<file path="config.mk">
export PLATFORM = sky130hd
export DESIGN_NAME = rr_mux_flat
export DESIGN_NICKNAME = d
export VERILOG_FILES = /design/src/rtl/rr_mux_if.sv /design/src/rtl/rr_mux.sv /design/src/flat_wrapper.sv
export SDC_FILE = /design/constraint.sdc
export NUM_CORES = 1
export LEC_CHECK = 0
export BUFFER_PORTS_ARGS = -buffer_cell sky130_fd_sc_hd__buf_2
export CAP_MARGIN = 20
export CORE_ASPECT_RATIO = 1.4
export CORE_MARGIN = 2
export CORE_UTILIZATION = 43
export DETAILED_ROUTE_END_ITERATION = 12
export PLACE_DENSITY_LB_ADDON = 0.25
export SYNTH_ARGS = -nofsm -noshare
export SYNTH_HDL_FRONTEND = slang
export SYNTH_SLANG_ARGS = --single-unit
</file>
<file path="constraint.sdc">
create_clock -name clk -period 1.9 [get_ports clk]
set_input_delay 0.19 -clock clk [delete_from_list [all_inputs] [get_ports clk]]
set_output_delay 0.19 -clock clk [all_outputs]
set_load 0.005 [all_outputs]
</file>
<file path="src/rtl/rr_mux_if.sv">
// Handshake bundle for rr_mux: NUM_CH valid/ready/data inputs merged onto one valid/ready output.
// The slave modport is the mux side. The master modport is the producer/consumer side.
interface rr_mux_if #(
  parameter int WIDTH  = 8,
  parameter int NUM_CH = 4
);
  localparam int SEL_W = $clog2(NUM_CH);

  logic [NUM_CH-1:0]       in_valid_i;
  logic [NUM_CH*WIDTH-1:0] in_data_i;
  logic [NUM_CH-1:0]       in_ready_o;
  logic                    out_valid_o;
  logic [WIDTH-1:0]        out_data_o;
  logic [SEL_W-1:0]        out_sel_o;
  logic                    out_ready_i;

  modport master (
    output in_valid_i, in_data_i, out_ready_i,
    input  in_ready_o, out_valid_o, out_data_o, out_sel_o
  );

  modport slave (
    input  in_valid_i, in_data_i, out_ready_i,
    output in_ready_o, out_valid_o, out_data_o, out_sel_o
  );
endinterface

</file>
<file path="src/rtl/rr_mux.sv">
// N-channel registered merge stage with round-robin arbitration and valid/ready on every port.
// Define RR_MUX_FIXED_PRIO_EN to select fixed lowest-index-wins priority (the pointer becomes constant 0).
module rr_mux #(
  parameter int WIDTH  = 8,
  parameter int NUM_CH = 4
) (
  input  logic    clk,
  input  logic    reset,
  rr_mux_if.slave bus
);
  localparam int SEL_W = $clog2(NUM_CH);

  logic                    out_valid_reg;
  logic [WIDTH-1:0]        out_data_reg;
  logic [SEL_W-1:0]        out_sel_reg;
  logic [SEL_W-1:0]        ptr_reg;
  logic [SEL_W-1:0]        ptr_next;

  logic                    accept;
  logic                    grant_valid;
  logic [SEL_W-1:0]        grant_idx;
  logic [NUM_CH-1:0]       in_ready_next;
  logic [SEL_W-1:0]        cand_idx [NUM_CH];
  logic [NUM_CH-1:0]       cand_valid;

  assign accept = !out_valid_reg || bus.out_ready_i;

  // Scan position gi maps to channel (ptr + gi) mod NUM_CH; one subtraction suffices since both terms are < NUM_CH.
  generate
    for (genvar gi = 0; gi < NUM_CH; gi++) begin : g_scan
      logic [SEL_W:0] sum;
      assign sum = {1'b0, ptr_reg} + (SEL_W+1)'(gi);
      assign cand_idx[gi] = (sum >= (SEL_W+1)'(NUM_CH)) ? SEL_W'(sum - (SEL_W+1)'(NUM_CH))
                                                       : sum[SEL_W-1:0];
      assign cand_valid[gi] = bus.in_valid_i[cand_idx[gi]];
    end
  endgenerate

  always_comb begin
    grant_valid = 1'b0;
    grant_idx   = '0;
    for (int i = NUM_CH - 1; i >= 0; i--) begin
      if (cand_valid[i]) begin
        grant_valid = 1'b1;
        grant_idx   = cand_idx[i];
      end
    end
  end

  always_comb begin
    in_ready_next = '0;
    if (accept && grant_valid && !reset) begin
      in_ready_next[grant_idx] = 1'b1;
    end
  end

  assign ptr_next = (grant_idx == SEL_W'(NUM_CH - 1)) ? '0 : grant_idx + 1'b1;

`ifdef RR_MUX_FIXED_PRIO_EN
  assign ptr_reg = '0;

  always_ff @(posedge clk or posedge reset) begin
    if (reset) begin
      out_valid_reg <= 1'b0;
      out_data_reg  <= '0;
      out_sel_reg   <= '0;
    end else if (accept) begin
      out_valid_reg <= grant_valid;
      if (grant_valid) begin
        out_data_reg <= bus.in_data_i[grant_idx*WIDTH +: WIDTH];
        out_sel_reg  <= grant_idx;
      end
    end
  end
`else
  always_ff @(posedge clk or posedge reset) begin
    if (reset) begin
      out_valid_reg <= 1'b0;
      out_data_reg  <= '0;
      out_sel_reg   <= '0;
      ptr_reg       <= '0;
    end else if (accept) begin
      out_valid_reg <= grant_valid;
      if (grant_valid) begin
        out_data_reg <= bus.in_data_i[grant_idx*WIDTH +: WIDTH];
        out_sel_reg  <= grant_idx;
        ptr_reg      <= ptr_next;
      end
    end
  end
`endif

  assign bus.in_ready_o  = in_ready_next;
  assign bus.out_valid_o = out_valid_reg;
  assign bus.out_data_o  = out_data_reg;
  assign bus.out_sel_o   = out_sel_reg;
endmodule

</file>
<file path="src/flat_wrapper.sv">
// flat-port wrapper written by rule: the top's interface ports become plain ports
module rr_mux_flat 
#(
  parameter int WIDTH  = 8,
  parameter int NUM_CH = 4
)
  (clk, reset, bus_in_valid_i, bus_in_data_i, bus_out_ready_i, bus_in_ready_o, bus_out_valid_o, bus_out_data_o, bus_out_sel_o);
  rr_mux_if #(.WIDTH(WIDTH), .NUM_CH(NUM_CH)) bus_i ();
  input  logic clk;
  input  logic reset;
  input wire logic [$bits(bus_i.in_valid_i)-1:0] bus_in_valid_i;
  input wire logic [$bits(bus_i.in_data_i)-1:0] bus_in_data_i;
  input wire logic [$bits(bus_i.out_ready_i)-1:0] bus_out_ready_i;
  output wire logic [$bits(bus_i.in_ready_o)-1:0] bus_in_ready_o;
  output wire logic [$bits(bus_i.out_valid_o)-1:0] bus_out_valid_o;
  output wire logic [$bits(bus_i.out_data_o)-1:0] bus_out_data_o;
  output wire logic [$bits(bus_i.out_sel_o)-1:0] bus_out_sel_o;
  assign bus_i.in_valid_i = bus_in_valid_i;
  assign bus_i.in_data_i = bus_in_data_i;
  assign bus_i.out_ready_i = bus_out_ready_i;
  assign bus_in_ready_o = bus_i.in_ready_o;
  assign bus_out_valid_o = bus_i.out_valid_o;
  assign bus_out_data_o = bus_i.out_data_o;
  assign bus_out_sel_o = bus_i.out_sel_o;
  rr_mux #(.WIDTH(WIDTH), .NUM_CH(NUM_CH)) u_core (.clk(clk), .reset(reset), .bus(bus_i));
endmodule
</file>
; Yosys cells after proc, flatten, opt, wreduce, memory -nomap -nowiden
; Index checks and enable logic that the tools add are counted.
[word_totals]
register_bits = 13
input_bits = 39
output_inout_bits = 15
wordCells = 55
[classes]
addsub = 8
n_lt_le_gt_ge = 10
eq_ne = 1
shift = 1
mux = 24
reduce_logical = 7
[op_table]
columns = operator, n
row1 = variable part select 32 x 6 -> 8 bit, 1
row2 = two-way mux 2 bit, 9
row3 = "less-than comparator 2 x 3 -> 1 bit, second input constant", 5
row4 = "greater-or-equal comparator 3 bit, second input constant", 3
row5 = two-way mux 1 bit, 9
row6 = binary-select mux 1 bit (select 2 bit), 4
row7 = "subtractor 2 x 1 -> 2 bit, second input constant", 4
row8 = "adder 2 x 2 -> 3 bit, second input constant", 2
row9 = two-way mux 4 bit, 1
row10 = "adder 2 x 1 -> 3 bit, second input constant", 1
row11 = "greater-or-equal comparator 2 x 3 -> 1 bit, second input constant", 1
row12 = logical AND 1 bit, 3
row13 = "adder 2 x 1 -> 2 bit, second input constant", 1
row14 = demux 1 bit (select 2 bit), 1
row15 = "equality test 2 bit, second input constant", 1
row16 = "greater-or-equal comparator 2 x 1 -> 1 bit, second input constant", 1
row17 = zero test 1 bit, 2
row18 = AND reduction 2 bit, 1
row19 = logical OR 1 bit, 1

; Depth between registers and ports, before layout
; Gate-level depths: netlist (run 1).
[depth]
depth_word = 14
depth_mapped = 7
depth_no_buf = 6

; Least setup slack after synthesis (run 1)
; Ideal clock, no wire load.
[synth_path]
path_type = flip-flop to output port
from = reg u_core.ptr_reg[1]
to = out bus_in_ready_o[2]
arrival_time_ps = 1453
required_time_ps = 1710
slack_ps = 257
stages_incl_launch_ff = 8
n_path_buf = 2
path_cell_list = dfrtp_1 -> a21boi_0 -> o22a_1 -> buf_6 -> nand2_8 -> buf_12 -> ha_1 -> nor3b_1
[synth_between]
elab_chain_cells = 14
elab_cells_between_ends = 39
cone_classes = 7 x add/sub / 6 x order compare / 23 x mux / 3 x reduce/logical
[synth_lines]
columns = element, line_no
row1 = "start, declared", rr_mux.sv:16  ; logic [SEL_W-1:0] ptr_reg;
row2 = "start signal, assigned", rr_mux.sv:87  ; ptr_reg <= ptr_next;
row3 = adder 2 x 2 -> 3 bit, rr_mux.sv:32  ; assign sum = {1'b0, ptr_reg} + (SEL_W+1)'(gi);
row4 = greater-or-equal comparator 3 bit or subtractor 2 x 1 -> 2 bit (tied branches), rr_mux.sv:33  ; assign cand_idx[gi] = (sum >= (SEL_W+1)'(NUM_CH)) ? SEL_W'(sum - (SEL_W+1)'(NUM_CH))
row5 = two-way mux 2 bit, rr_mux.sv:33
row6 = binary-select mux 1 bit (select 2 bit), rr_mux.sv:35  ; assign cand_valid[gi] = bus.in_valid_i[cand_idx[gi]];
row7 = two-way mux 1 bit (implied by the code), rr_mux.sv:35
row8 = two-way mux 2 bit (4 in series), rr_mux.sv:43  ; if (cand_valid[i]) begin
row9 = less-than comparator 2 x 3 -> 1 bit (implied by the code) or greater-or-equal comparator 2 x 1 -> 1 bit (tied branches), rr_mux.sv:53  ; in_ready_next[grant_idx] = 1'b1;
row10 = logical AND 1 bit (implied by the code), rr_mux.sv:53
row11 = two-way mux 1 bit (implied by the code), rr_mux.sv:53
row12 = demux 1 bit (select 2 bit), n/a
row13 = two-way mux 4 bit (*), rr_mux.sv:52  ; if (accept && grant_valid && !reset) begin
row14 = "end, declared", flat_wrapper.sv:14  ; output wire logic [$bits(bus_i.in_ready_o)-1:0] bus_in_ready_o;
; Mark *: on every way between the ends. The rest lies on a longest branch, timed or not. The select of a mux whose other input is x is not followed.

; Worst setup path in the final report (run 1)
; Same ends and word-level chain as after synthesis.

==> out/qor.csv, run 1 <==
stage,metric,value,unit
final_layout,finalNonFillerCells,184,
global_route,antenna_found_initial,0,
drt,ant_nets,0,
die,rows,20,
timing,worstMarginPinSlew,0.503,ns
die,die_w,43.9,um
critical_path,setup.worst_path.start_class,register,
final_layout,largest_reg_flops,8,
critical_path,arrival,1.71,ns
final_layout,layout-drive-gt1-share,0.500,
drt,drc,0,
timing,slew_headroom,0.664,
drt,dr.pass1.iters,4,
yosys,ys.flop_type,dfrtp_1,
drt,drt_iter0_drc,18,
min_path,min_path_type,primary input to register,
global_route,grt_pass1_vias,1003,
final_layout,area_growth,43.9,%
run_status,violations,negative setup slack,
critical_path,crit_fanout,7,
yosys,ys_ff_latch,13,
global_route,grt_pass1_wl,4200,um
timing,skew,0.00394,ns
drt,wl_per_cell,15.6,um
die,coreArea,2150,um^2
critical_path,worstPathRequired,1.71,ns
final_layout,n_fill_cell,188,
global_route,grt_usage,0.210,
place,placed_cell_area,1240,um^2
final_layout,stdcell_area,1380,um^2
clock_network,cts_tree,done,
die,start_util,0.445,
place,dpl.hpwl,2080,um
yosys,syn_inst,101,
yosys,ys.warnings.count,0,
clock_network,cts_root_buf,clkbuf_4,
final_layout,post-route-util,0.641,
critical_path,cp-end-kind,output port,
clock_network,clock-sinks,13,
timing,hold_viol_final,0,
yosys,synth_edf_count,0,
clock_network,clk_latency,0.28,ns
clock_network,cts_buffer_depth,2,
die,die_y,59.9,um
pwr,finalPower,1.33,mW
die,ioPinCount,54,
clock_network,h-tree-depth,1,
place,dp_cells,173,
final_layout,final_nets,203,
global_route,gr-total-overflow,0,
run_status,status,"complete, but fails checks",
timing,setup_ws,-0.00199,ns
final_layout,diodes,0,
timing,slew_viol_final,0,
drt,route.vias.total,1061,
place,routabilityCongestion,0.855,
critical_path,criticalPathCategory,register to output port,
place,io_buffers,53,
clock_network,clk_pin_slew,0.08,ns
drt,routed_wl,2860,um
timing,fin_crit,1.90,ns
timing,fmax,526,MHz
pwr,vdd_drop_max,0.575,mV
timing,setup_violations,1,
yosys,syn_area,958,um^2
yosys,async_reset_ff_frac,1.00,
critical_path,rrSetupSlack,0.13,ns
yosys,ys_types,33,
timing,rsz0062_at_grt,yes,
clock_network,numCtsBuffers,3,
die,die_area,2630,um^2
pwr,leakagePower,0.674,nW
yosys,synth_seq_area_share,0.339,
global_route,grt_max_degree,36,
yosys,avgSynthCellArea,9.49,um^2
pwr,power_density,968,nW/um^2
timing,fin_crit_sh,1.00,
drt,via_per_inst,5.77,
flow_run,max_cap_viol_count,0,
yosys,synth_nets,141,
-- stage by stage --
step,hold WS (ns),setup WS [ns],setup TNS (ns)
2_1_floorplan,0.0670,0.257,0
3_3_place_gp,0.281,0.198,0
3_5_place_dp,0.283,0.0511,0
4_1_cts,0.217,-0.0104,-0.0104
5_1_grt,0.232,-0.0548,-0.111
6_report,0.215,-0.00199,-0.00199
-- area by class of cell --
cell class,count,area (um^2),area share
clock buffer,4,26.3,0.0191
inverter,3,11.3,0.00817
multi-input combinational,77,617,0.447
sequential,13,327,0.237
tap,22,27.5,0.0200
timing repair buffer,65,370,0.269
-- timing repair --
| action | CTS | global route |
|---|---|---|
| hold endpoints to repair | 13 | 0 |
| pin swaps | 2 | 3 |
| setup buffers | 3 | 3 |
| setup endpoints to repair | 4 | 12 |
| hold buffers | 1 | 0 |
| resized for setup | 7 | 6 |
-- where the power goes --
part / internal, mW / leakage (nW) / switching (mW)
clock: 0.0814 / 0.0150 / 0.0911
combinational: 0.359 / 0.504 / 0.368
sequential: 0.372 / 0.155 / 0.0629
-- Yosys cell counts, types with 3 or more instances --
cell      count  area [um^2]
nand2_1      13         48.8
o21ai_0      10         50.1
a211o_1       8         70.1
nand3_1       8         40.0
inv_1         3         11.3
nor4_1        3         18.8
dfrtp_1      13          325
mux2i_1       9         90.1
o311ai_1      5         43.8
-- kinds of logic (layout without fill, tap and decap cells) --
kind of cell / count (synthesis) / after routing / share of synthesized area
AOI/OAI and AO/OA: 34 / 34 / 0.278
and+or+nand+nor: 33 / 33 / 0.191
DFF: 13 / 13 / 0.339
muxes: 9 / 9 / 0.0940
adders and majority gates: 1 / 1 / 0.0131
buffers and inverters: 11 / 72 / 0.0848
-- critical path, cell delays in order, from the launching register on --
cell     delay [ns]
dfrtp_2        0.43
mux2i_2        0.26
o22a_2         0.24
nand2_8        0.09
ha_4           0.16
nor3b_2        0.13
buf_2          0.12
-- layout by cell type, fill, tap and decap left out, types with 2 or more instances in the layout --
cell	n
nor4_1	2
buf_2	53
inv_1	2
clkbuf_4	3
nor2b_1	2
o311ai_0	2
dfrtp_1	12
a211o_1	8
o21ai_0	10
nand2_1	13
buf_4	10
o311ai_1	5
mux2i_1	8
nand3_1	8
-- layer usage --
metal | GRT usage | vias to the layer above | wire length [um]
met1 | 0.240 | 500 | 1140
met3 | 0.0302 | 9 | 149
met5 | 0 | - | 0
met4 | 0.0649 | 0 | 70
li1 | - | 512 | -
met2 | 0.393 | 40 | 1500
-- worst paths after layout --
| kind | from | to | cells after the start |
|---|---|---|---|
| min in group asynchronous | reset | u_core.bus.out_valid_o | 3 |
| worst max-delay path | u_core.ptr_reg[1] | bus_in_ready_o[2] | 6 |
| worst max register to register | u_core.ptr_reg[1] | u_core.bus.out_data_o[0] | 7 |
| worst min register to register | u_core.bus.out_sel_o[1] | u_core.bus.out_sel_o[1] | 2 |
| worst min-delay path | bus_in_valid_i[1] | u_core.bus.out_valid_o | 3 |
| max in group asynchronous | reset | u_core.ptr_reg[1] | 3 |
(Power assumes the default switching activity.)
==> run 2: changes to the inputs <==
Settings changed: CORE_UTILIZATION 43 to 39.
Clock period 1.9 ns to 1.6 ns, I/O delays scaled along.
==> out/qor.csv, run 2 (synthesized netlist as in run 1, its figures left out) <==
stage,metric,value,unit
place,routabilityCongestion,0.872,
final_layout,final_nets,207,
pwr,p_clk_frac,0.129,
drt,ant_nets,0,
critical_path,rrSetupSlack,-0.13,ns
min_path,whs_endpoint,u_core.bus.out_valid_o,
critical_path,arrival,1.67,ns
final_layout,layout_commonest_cell,buf_2,
die,die_w,45.9,um
min_path,min_path_type,primary input to register,
place,placed_cell_area,1320,um^2
pwr,vdd_drop_max,0.807,mV
pwr,leakagePower,0.692,nW
global_route,grt_usage,0.210,
die,start_util,0.405,
timing,fmax,548,MHz
clock_network,clk_latency,0.27,ns
timing,skew,0.00861,ns
drt,via_per_inst,5.48,
timing,slew_headroom,0.667,
critical_path,cp-end-kind,output port,
critical_path,setup.worst_path.start_class,register,
timing,setup_violations,12,
timing,rsz0062_at_grt,yes,
die,ioPinCount,54,
timing,worstMarginPinSlew,0.499,ns
critical_path,rr_endpoint,u_core.bus.out_data_o[4],
clock_network,numCtsBuffers,3,
run_status,status,"complete, but fails checks",
clock_network,h-tree-depth,1,
drt,wl_per_cell,14.3,um
drt,routed_wl,2700,um
critical_path,path_cells,mux2i_2 -> o22a_2 -> nand2_8 -> ha_4 -> nor3b_2 -> buf_2,
pwr,combPwrFrac,0.550,
final_layout,largest_reg_flops,8,
die,die_y,62.7,um
pwr,finalPower,1.60,mW
die,die_area,2880,um^2
critical_path,r2r-start,u_core.ptr_reg[1],
final_layout,layout-drive-gt1-share,0.518,
clock_network,clk_pin_slew,0.09,ns
clock_network,cts_tree,done,
drt,drt_iter0_drc,27,
critical_path,crit_fanout,6,
pwr,p_int,0.994,mW
die,coreArea,2360,um^2
final_layout,diodes,0,
drt,drc,0,
timing,slew_viol_final,0,
clock_network,cts_root_buf,clkbuf_4,
critical_path,criticalPathCategory,register to output port,
clock_network,clock-sinks,13,
place,dpl.hpwl,2110,um
timing,fin_crit,1.83,ns
pwr,switchingPower,0.604,mW
timing,setup_ws,-0.225,ns
critical_path,worstPathRequired,1.44,ns
final_layout,stdcell_area,1410,um^2
final_layout,n_fill_cell,210,
clock_network,cts_buffer_depth,2,
pwr,power.switching_fraction,0.378,
pwr,power_density,1140,nW/um^2
run_status,violations,negative setup slack,
critical_path,r2r_cells,7,
critical_path,slowest_stage,dfrtp_2,
drt,dr.pass1.iters,4,
pwr,p_seq_frac,0.321,
global_route,grt_pass1_wl,4550,um
final_layout,area_growth,46.7,%
final_layout,final_cell_mix,"buf_2, buf_4, nand2_1, dfrtp_1, o21ai_0",
timing,hold_viol_final,0,
global_route,antenna_found_initial,0,
min_path,hold_path_depth,3,
timing,fin_crit_sh,1.14,
drt,route.vias.total,1035,
flow_run,max_cap_viol_count,0,
critical_path,slowest_delay,0.42,ns
place,io_buffers,53,
min_path,min-delay-start,bus_in_valid_i[3],
place,pre_cts_ws,-0.144,ns
critical_path,critPathLaunch,u_core.ptr_reg[1],
global_route,grt_max_degree,36,
global_route,gr-total-overflow,0,
global_route,grt_pass1_vias,1045,
die,rows,21,
## run 2: power by group through the flow
stage	Combinational (mW)	Clock, mW	Sequential (mW)
5_1_grt	0.982	0.230	0.527
3_5_place_dp	0.823	0	0.516
6_report	0.880	0.206	0.513
2_1_floorplan	0.492	0	0.522
4_1_cts	0.865	0.211	0.511
3_3_place_gp	0.813	0	0.508
## run 2: worst max-delay path: cells and delay by family, from the launching register on
family	cells	cell delay [ns]
buffers and inverters	1	0.12
AOI/OAI and AO/OA	1	0.24
DFF	1	0.42
muxes	1	0.25
adders and majority gates	1	0.15
and+or+nand+nor	2	0.22
## run 2: layout make-up
cell class / count / area [um^2] / area share
Multi-Input combinational cell: 77 / 611 / 0.434
Timing Repair Buffer: 69 / 400 / 0.285
Sequential cell: 13 / 327 / 0.232
Tap cell: 23 / 28.8 / 0.0205
Clock buffer: 4 / 26.3 / 0.0187
Inverter: 3 / 13.8 / 0.00979
## run 2: stage by stage
step	utilization	hold WS [ns]	std cells	setup TNS, ns
2_1_floorplan	-	0.0370	101	-0.00257
3_3_place_gp	0.559	0.249	182	-0.209
3_5_place_dp	0.559	0.258	182	-1.14
4_1_cts	0.585	0.199	189	-1.85
5_1_grt	0.595	0.205	189	-2.90
6_report	0.595	0.201	189	-1.23
## run 2: worst max-delay path by stage
stage / end / cells past startpoint
2_1_floorplan: bus_in_ready_o[0] / 6
3_3_place_gp: u_core.bus.out_data_o[2] / 6
3_5_place_dp: u_core.bus.out_data_o[1] / 6
4_1_cts: bus_in_ready_o[2] / 6
5_1_grt: bus_in_ready_o[2] / 6
6_report: bus_in_ready_o[2] / 6
## run 2: layer usage
| metal | GRT usage | routed length (um) | vias to the layer above | share of wire |
|---|---|---|---|---|
| met5 | 0 | 0 | - | 0 |
| met4 | 0.0643 | 44 | 0 | 0.016 |
| met3 | 0.0347 | 91 | 6 | 0.034 |
| met2 | 0.380 | 1530 | 27 | 0.57 |
| met1 | 0.235 | 1030 | 485 | 0.38 |
| li1 | - | - | 517 | - |
## run 2: repair_timing
item                                    CTS  global route
pin swaps                                 5             3
endpoints found under the setup margin   12            14
gates cloned                              0             0
hold endpoints to repair                 13             0
hold buffers                              1             0
resized for setup                         4             6
setup buffers                             3             1
